===== src/rtl/mem_bus_pkg.sv =====
// Shared types and constants for the native valid/ready memory bus.
package mem_bus_pkg;

    localparam int MEM_ADDR_W = 32;
    localparam int MEM_DATA_W = 32;

    localparam logic [3:0]  MEM_WSTRB_READ   = 4'b0000;
    localparam logic [3:0]  MEM_WSTRB_WORD   = 4'b1111;
    localparam logic [31:0] MEM_TIMEOUT_DATA = 32'hDEAD_BEEF;

    typedef struct packed {
        logic [MEM_ADDR_W-1:0]   addr;
        logic [MEM_DATA_W-1:0]   wdata;
        logic [MEM_DATA_W/8-1:0] wstrb;
    } mem_req_t;

    typedef enum logic [1:0] {
        IDLE = 2'd0,
        BUSY = 2'd1,
        DONE = 2'd2
    } arb_state_t;

endpackage


===== src/rtl/mem_arbiter_rr_picker.sv =====
// rr_picker: combinational round-robin search starting just after last_grant.
module rr_picker #(
    parameter int NUM_REQ = 2,
    parameter int ID_W    = 1
) (
    input  logic [NUM_REQ-1:0] req,
    input  logic [ID_W-1:0]    last_grant,
    output logic [ID_W-1:0]    winner,
    output logic               found
);

    logic [ID_W-1:0] idx_s;

    // Scan offsets from farthest to nearest so the nearest requester wins.
    always_comb begin
        winner = '0;
        idx_s  = '0;
        for (int k = NUM_REQ; k >= 1; k--) begin
            idx_s  = ID_W'((int'(last_grant) + k) % NUM_REQ);
            winner = req[idx_s] ? idx_s : winner;
        end
    end

    assign found = |req;

endmodule


===== src/rtl/mem_arbiter.sv =====
// Round-robin arbiter sharing one memory port between NUM_REQ requesters.
// Optional watchdog: define MEM_ARB_TIMEOUT_EN to abort stalled transactions.
module mem_arbiter
    import mem_bus_pkg::*;
#(
    parameter int NUM_REQ        = 2,
    parameter int ADDR_W         = 32,
    parameter int DATA_W         = 32,
    parameter int TIMEOUT_CYCLES = 1024
) (
    input  logic                          clk,
    input  logic                          reset_n,
    input  logic [NUM_REQ-1:0]            s_valid,
    input  logic [NUM_REQ*ADDR_W-1:0]     s_addr,
    input  logic [NUM_REQ*DATA_W-1:0]     s_wdata,
    input  logic [NUM_REQ*DATA_W/8-1:0]   s_wstrb,
    output logic [NUM_REQ-1:0]            s_ready,
    output logic [DATA_W-1:0]             s_rdata,
    output logic                          m_valid,
    output logic [ADDR_W-1:0]             m_addr,
    output logic [DATA_W-1:0]             m_wdata,
    output logic [DATA_W/8-1:0]           m_wstrb,
    input  logic                          m_ready,
    input  logic [DATA_W-1:0]             m_rdata,
    output logic [$clog2(NUM_REQ)-1:0]    grant_id,
    output logic                          timeout_err
);

    localparam int                  ID_W    = $clog2(NUM_REQ);
    localparam int                  STRB_W  = DATA_W / 8;
    localparam logic [ID_W-1:0]     LAST_ID = ID_W'(NUM_REQ - 1);
    localparam logic [NUM_REQ-1:0]  ONE_REQ = {{(NUM_REQ-1){1'b0}}, 1'b1};

    arb_state_t          state_r;
    logic [ID_W-1:0]     last_grant_r;
    logic [ID_W-1:0]     winner_s;
    logic                found_s;

    logic [ADDR_W-1:0]   req_addr_s  [NUM_REQ];
    logic [DATA_W-1:0]   req_wdata_s [NUM_REQ];
    logic [STRB_W-1:0]   req_wstrb_s [NUM_REQ];

    for (genvar g = 0; g < NUM_REQ; g++) begin : g_unpack
        assign req_addr_s[g]  = s_addr[g*ADDR_W +: ADDR_W];
        assign req_wdata_s[g] = s_wdata[g*DATA_W +: DATA_W];
        assign req_wstrb_s[g] = s_wstrb[g*STRB_W +: STRB_W];
    end

    rr_picker #(
        .NUM_REQ (NUM_REQ),
        .ID_W    (ID_W)
    ) u_picker (
        .req        (s_valid),
        .last_grant (last_grant_r),
        .winner     (winner_s),
        .found      (found_s)
    );

`ifdef MEM_ARB_TIMEOUT_EN
    localparam int              CNT_W     = $clog2(TIMEOUT_CYCLES);
    localparam logic [CNT_W-1:0] TIMER_MAX = CNT_W'(TIMEOUT_CYCLES - 1);
    logic [CNT_W-1:0]           timer_r;
`else
    assign timeout_err = 1'b0;
`endif

    // Arbitration FSM: grant in IDLE, wait for the memory in BUSY, one bubble in DONE.
    always_ff @(posedge clk or negedge reset_n) begin
        if (!reset_n) begin
            state_r      <= IDLE;
            m_valid      <= 1'b0;
            m_addr       <= '0;
            m_wdata      <= '0;
            m_wstrb      <= '0;
            s_ready      <= '0;
            s_rdata      <= '0;
            grant_id     <= '0;
            last_grant_r <= LAST_ID;
`ifdef MEM_ARB_TIMEOUT_EN
            timer_r      <= '0;
            timeout_err  <= 1'b0;
`endif
        end else begin
            case (state_r)
                IDLE: begin
                    if (found_s) begin
                        m_addr   <= req_addr_s[winner_s];
                        m_wdata  <= req_wdata_s[winner_s];
                        m_wstrb  <= req_wstrb_s[winner_s];
                        m_valid  <= 1'b1;
                        grant_id <= winner_s;
                        state_r  <= BUSY;
`ifdef MEM_ARB_TIMEOUT_EN
                        timer_r  <= '0;
`endif
                    end
                end
                BUSY: begin
                    if (m_ready) begin
                        m_valid      <= 1'b0;
                        s_ready      <= ONE_REQ << grant_id;
                        s_rdata      <= m_rdata;
                        last_grant_r <= grant_id;
                        state_r      <= DONE;
                    end
`ifdef MEM_ARB_TIMEOUT_EN
                    // Watchdog abort returns a recognisable poison word.
                    else if (timer_r == TIMER_MAX) begin
                        m_valid      <= 1'b0;
                        s_ready      <= ONE_REQ << grant_id;
                        s_rdata      <= DATA_W'(MEM_TIMEOUT_DATA);
                        last_grant_r <= grant_id;
                        timeout_err  <= 1'b1;
                        state_r      <= DONE;
                    end else begin
                        timer_r <= timer_r + CNT_W'(1);
                    end
`endif
                end
                DONE: begin
                    s_ready <= '0;
                    state_r <= IDLE;
                end
                default: begin
                    state_r <= IDLE;
                end
            endcase
        end
    end

endmodule


===== config.mk =====
export PLATFORM = sky130hd
export DESIGN_NAME = mem_arbiter
export DESIGN_NICKNAME = d
export VERILOG_FILES = /design/src/rtl/mem_bus_pkg.sv /design/src/rtl/mem_arbiter_rr_picker.sv /design/src/rtl/mem_arbiter.sv
export SDC_FILE = /design/constraint.sdc
export NUM_CORES = 1
export LEC_CHECK = 0
export BUFFER_PORTS_ARGS = -buffer_cell sky130_fd_sc_hd__buf_2
export CORE_MARGIN = 1
export CORE_UTILIZATION = 40
export DETAILED_ROUTE_END_ITERATION = 7
export GPL_TIMING_DRIVEN = 0
export HOLD_SLACK_MARGIN = 0.1
export PLACE_DENSITY = 0.84
export SYNTH_ARGS = -nofsm -noshare
export SYNTH_HDL_FRONTEND = slang
export SYNTH_SLANG_ARGS = --single-unit

===== constraint.sdc =====
create_clock -name clk -period 3.18 [get_ports clk]
set_clock_uncertainty 0.05 [all_clocks]
set_input_delay 0.477 -clock clk [delete_from_list [all_inputs] [get_ports clk]]
set_output_delay 0.477 -clock clk [all_outputs]
set_load 0.1 [all_outputs]

==> flow_metrics.env, run 1 <==
export IMPL_rsz0062_at_grt="false"
export IMPL_yosys_warnings=0
export IMPL_core_area_mm2=0.01196
export IMPL_finalInstanceArea_mm2=0.006769
export IMPL_ctsResizeCount=0
export IMPL_path_class="flop to flop"
export IMPL_critical_path_startpoint="state_r[1]"
export IMPL_cp_end_kind="flop"
export IMPL_vias=3660
export IMPL_clk_pin_slew_worst_paths_ns=0.07
export IMPL_ys_types=22
export IMPL_cpMaxStageDelayCell="nor3_2"
export IMPL_synth_seq_area_share=0.5474
export IMPL_port_buffers=276
export IMPL_setup_viol=0
export IMPL_synthesis_area_mm2=0.004893
export IMPL_diodes=0
export IMPL_routed_via_density=4.835
export IMPL_clk_path_buf_depth=2
export IMPL_drtIter0Drc=89
export IMPL_holdBufCountCts=0
export IMPL_ys_ff_latch=107
export IMPL_h_tree_depth=3
export IMPL_crit_arrival_ns=2.20
export IMPL_setup_slack_ns=1.156
export IMPL_relSlewSlack=0.5519
export IMPL_grt_pass1_wl_um=18400
export IMPL_finalSetupTns_ns=0
export IMPL_die_h_um=112.6
export IMPL_finalCritPeriodShare=0.6365
export IMPL_cp_max_fo=10
export IMPL_yosys_area_share_adder=0
export IMPL_dp_slack_ns=1.082
export IMPL_synth_area_mux_share=0.4025
export IMPL_synth_simple_area_share=0.01023
export IMPL_reg2reg_slack_ns=1.16
export IMPL_slowest_delay_ns=0.55
export IMPL_crit_path_start_kind="flop"
export IMPL_numCtsBuffers=9
export IMPL_grt_pass1_vias=3794
export IMPL_worst_pin_slew_ns=0.6721
export IMPL_yosys_area_top_type="dfrtp_1"
export IMPL_syn_instance_count=317
export IMPL_drtPass1Iterations=4
export IMPL_placed_area_mm2=0.006489
export IMPL_hpwl_um=9372
export IMPL_worstRegToRegCells=4
export IMPL_grt_usage=0.1897
export IMPL_cp_top_family="buffers and inverters"
export IMPL_dieArea_mm2=0.01268
export IMPL_synth_top_family_by_area="multiplexers"
export IMPL_hp_class="input port to asynchronous set/reset pin"
export IMPL_synth_top_cell_area_share=0.5421
export IMPL_cp_depth=4
export IMPL_cts_tree="done"
export IMPL_routed_wl_um=11820
export IMPL_synthTopCellsByArea="dfrtp_1 (54%), mux2_2 (35%), mux2_4 (5.5%), buf_2 (1.6%), buf_6 (0.69%)"
export IMPL_period_minus_slack_ns=2.024
export IMPL_io_pins=278
export IMPL_cp_required_ns=3.36
export IMPL_ant_nets=0
export IMPL_worstSkewPairLatency_ns=0.34
export IMPL_cts_sinks=107
export IMPL_layout_nets=778
export IMPL_cap_violations=0
export IMPL_synth_xor_area_share=0
export IMPL_fmax_ghz=0.4941
export IMPL_async_reset_ff_frac=1.000
export IMPL_syn2layout_area_growth_pct=38.33
export IMPL_drcViolationCount=0
export IMPL_r2r_end="m_addr[28]"
export IMPL_grt_overflow_total=0
export IMPL_rr_startpoint="state_r[1]"
export IMPL_outcome="finished, final reports clean"
export IMPL_wire_per_inst_um=15.61
export IMPL_rows=40
export IMPL_synth_fp_nets=490
export IMPL_antenna_found_initial=0
export IMPL_avgSynthCellArea_um2=15.44
export IMPL_place_gp_congestion=0.7382
export IMPL_synth_edf_count=0
export IMPL_start_util=0.4091
export IMPL_hold_viol=0
export IMPL_fp_dieW_um=112.6
export IMPL_fill_cells=1020
export IMPL_cp_cell_sequence="clkbuf_1 -> nor3_2 -> buf_2 -> mux2_4"
export IMPL_clockRootBuffer="clkbuf_16"
export IMPL_synth_flop_cell="dfrtp_1"
export IMPL_cp_endpoint="m_addr[28]"
export IMPL_cts_setup_buffers=0
export IMPL_synth_compound_area_frac=0.01202
export IMPL_drive_above_1_share=0.7934
export IMPL_cp_num_buf_inv=2
export IMPL_report_final_slew_viol_count=0
export IMPL_grt_max_degree=58
[placed cells by master (no fill, tap or decap)]
master	Yosys	routed
buf_2	16	291
mux2_2	150	150
dfrtp_1	106	106
mux2_4	18	18
clkbuf_16	0	9
buf_6	3	3
nand2_1	3	3
a22o_1	3	3
clkinvlp_4	0	3
nor2_1	2	2
inv_1	2	2
o21ai_0	2	2
buf_4	1	2
clkinv_2	0	2
a21bo_1	1	1
clkbuf_1	1	1
nor3_2	1	1
nor3b_1	1	1
or2_2	1	1
nand3b_1	1	1
a21o_1	1	1
mux2i_1	1	1
a21oi_1	1	1
conb_1	1	1
clkinv_4	0	1
clkbuf_8	0	1
dfstp_2	1	1
buf_16	0	1
[routing by layer]
layer | GRT usage | share of wire
met5 | 0 | 0
met1 | 0.2028 | 0.38
met2 | 0.3593 | 0.55
met3 | 0.04104 | 0.057
met4 | 0.07822 | 0.016
[kinds of logic (layout without fill, tap and decap cells)]
family          Yosys count  count (layout)
simple gates              9               9
compound gates            8               8
mux                     169             169
other cells               1               1
buf+inv                  23             316
flops                   107             107
[through the flow]
stage | hold slack (ns) | util | instances
2_1_floorplan | 0.1314 | - | 317
3_3_place_gp | 0.4080 | 0.5400 | 740
3_5_place_dp | 0.4210 | 0.5425 | 741
4_1_cts | 0.1244 | 0.5659 | 757
5_1_grt | 0.1594 | 0.5659 | 757
6_report | 0.1143 | 0.5659 | 757
[cells in the mapped netlist (2+ instances only)]
| cell | instances |
|---|---|
| o21ai_0 | 2 |
| a22o_1 | 3 |
| dfrtp_1 | 106 |
| nand2_1 | 3 |
| buf_6 | 3 |
| mux2_2 | 150 |
| nor2_1 | 2 |
| inv_1 | 2 |
| mux2_4 | 18 |
| buf_2 | 16 |
[state kept, by name, summed over array words and instances (netlist names)]
register	count
grant_id	1
last_grant_r	1
m_addr	32
m_valid	1
m_wdata	32
m_wstrb	4
s_rdata	32
s_ready	2
state_r	2
[how the worst min path moves through the flow]
stage | to
after global placement | m_valid
after global routing | m_addr[7]
after detailed placement | m_valid
after CTS | m_addr[3]
after floorplan | grant_id
final | m_addr[3]
[cell type report]
| type | count | area [um2] | share of cell area |
|---|---|---|---|
| sequential | 107 | 2679 | 0.3957 |
| multi-input combinational | 187 | 2082 | 0.3076 |
| timing repair buffer | 277 | 1411 | 0.2085 |
| clock buffer | 10 | 239.0 | 0.03530 |
| tap | 147 | 183.9 | 0.02717 |
| buffer | 21 | 125.1 | 0.01848 |
| clock inverter | 6 | 41.29 | 0.006100 |
| inverter | 2 | 7.507 | 0.001109 |
Power of run 1 is not shown: default switching activity piles up to over one toggle a cycle in this logic, so the estimate is an artifact.
==> run 2: changes to the inputs <==
Clock period 3.18 ns to 2.12 ns, I/O delays scaled along.
==> flow_metrics.env, run 2 (synthesized netlist as in run 1, its figures left out) <==
export IMPL_clk_pin_slew_worst_paths_ns=0.07
export IMPL_cp_max_fo=10
export IMPL_relSlewSlack=0.5515
export IMPL_setup_viol=0
export IMPL_numCtsBuffers=9
export IMPL_wire_per_inst_um=15.60
export IMPL_final_cell_mix="buf_2 (291), mux2_2 (150), dfrtp_1 (106)"
export IMPL_cp_end_kind="flop"
export IMPL_crit_path_start_kind="flop"
export IMPL_drtIter0Drc=77
export IMPL_start_util=0.4091
export IMPL_hold_viol=0
export IMPL_grt_usage=0.1900
export IMPL_grt_overflow_total=0
export IMPL_clk_path_buf_depth=2
export IMPL_die_h_um=112.6
export IMPL_port_buffers=276
export IMPL_hpwl_um=9372
export IMPL_crit_path_frequent_cell="buf_6"
export IMPL_cts_tree="done"
export IMPL_largest_registers="m_addr: 32 flops, m_wdata: 32 flops, s_rdata: 32 flops"
export IMPL_routed_via_density=4.831
export IMPL_dp_slack_ns=0.03122
export IMPL_rows=40
export IMPL_cap_violations=0
export IMPL_worstRegToRegCells=6
export IMPL_dieArea_mm2=0.01268
export IMPL_period_minus_slack_ns=1.879
export IMPL_rsz0062_at_grt="false"
export IMPL_drcViolationCount=0
export IMPL_grt_pass1_wl_um=18420
export IMPL_h_tree_depth=3
export IMPL_syn2layout_area_growth_pct=38.66
export IMPL_setup_slack_ns=0.2406
export IMPL_drtPass1Iterations=4
export IMPL_worstSkewPairLatency_ns=0.34
export IMPL_antenna_found_initial=0
export IMPL_crit_arrival_ns=2.06
export IMPL_cp_num_buf_inv=3
export IMPL_cp_cell_sequence="a21bo_1 -> buf_6 -> buf_6 -> buf_6 -> mux2_4 -> mux2_4"
export IMPL_core_area_mm2=0.01196
export IMPL_worst_pin_slew_ns=0.6728
export IMPL_cts_setup_buffers=0
export IMPL_fp_dieW_um=112.6
export IMPL_hp_class="input port to flop"
export IMPL_path_class="flop to flop"
export IMPL_report_final_slew_viol_count=0
export IMPL_fmax_ghz=0.5321
export IMPL_fill_cells=1017
export IMPL_slowest_delay_ns=0.54
export IMPL_grt_max_degree=58
export IMPL_diodes=0
export IMPL_grt_pass1_vias=3803
export IMPL_cp_top_family="multiplexers"
export IMPL_outcome="finished, final reports clean"
export IMPL_clockRootBuffer="clkbuf_16"
export IMPL_place_gp_congestion=0.7382
export IMPL_drive_above_1_share=0.7921
export IMPL_layout_nets=779
export IMPL_cts_sinks=107
export IMPL_hold_path_depth=2
export IMPL_io_pins=278
export IMPL_finalSetupTns_ns=0
export IMPL_cpMaxStageDelayCell="dfstp_2"
export IMPL_routed_wl_um=11820
export IMPL_cp_depth=6
export IMPL_cp_required_ns=2.30
export IMPL_mostFrequentLayoutCell="buf_2"
export IMPL_ant_nets=0
export IMPL_vias=3662
export IMPL_finalCritPeriodShare=0.8865
run 2: cell count changes in the layout (fill, tap and decap cells not counted), sizes merged:
cell,before,now
dlygate4sd3,0,1
run 2: stage by stage:
step / util / hold slack [ns] / cell area (um2) / instances
after CTS: 0.5667 / 0.1366 / 6779 / 758
final: 0.5673 / 0.1510 / 6785 / 758
after global placement: 0.5400 / 0.4080 / 6459 / 740
after floorplan: - / -0.02759 / 4893 / 317
after detailed placement: 0.5425 / 0.3453 / 6489 / 741
after global routing: 0.5673 / 0.1350 / 6785 / 758
run 2: layout make-up:
cell class,count,area (um2),share of cell area
Buffer,21,125.1,0.01844
Clock buffer,10,239.0,0.03522
Clock inverter,6,41.29,0.006085
Inverter,2,7.507,0.001106
Multi-Input combinational cell,187,2088,0.3078
Sequential cell,107,2679,0.3948
Tap cell,147,183.9,0.02711
Timing Repair Buffer,278,1421,0.2095
run 2: worst paths after layout:
check,from,end,slack [ns]
max in group asynchronous,reset_n,last_grant_r,0.74
worst max-delay path,last_grant_r,m_addr[21],0.24
min in group asynchronous,reset_n,m_addr[3],0.52
worst min register to register,m_valid,m_valid,0.43
worst max register to register,last_grant_r,m_addr[21],0.24
worst min-delay path,m_rdata[5],s_rdata[5],0.15
run 2: layer usage:
layer	track usage	wire [um]
met1	0.2032	4443
met2	0.3601	6536
met3	0.04050	659
met4	0.07822	184
met5	0	0
run 2: repair_timing:
item | CTS | global route
resized for setup | 0 | 1
endpoints found under the setup margin | 0 | 62
hold buffers | 1 | 0
endpoints found under the hold margin | 50 | 0
Power of run 2 is left out for the same reason.
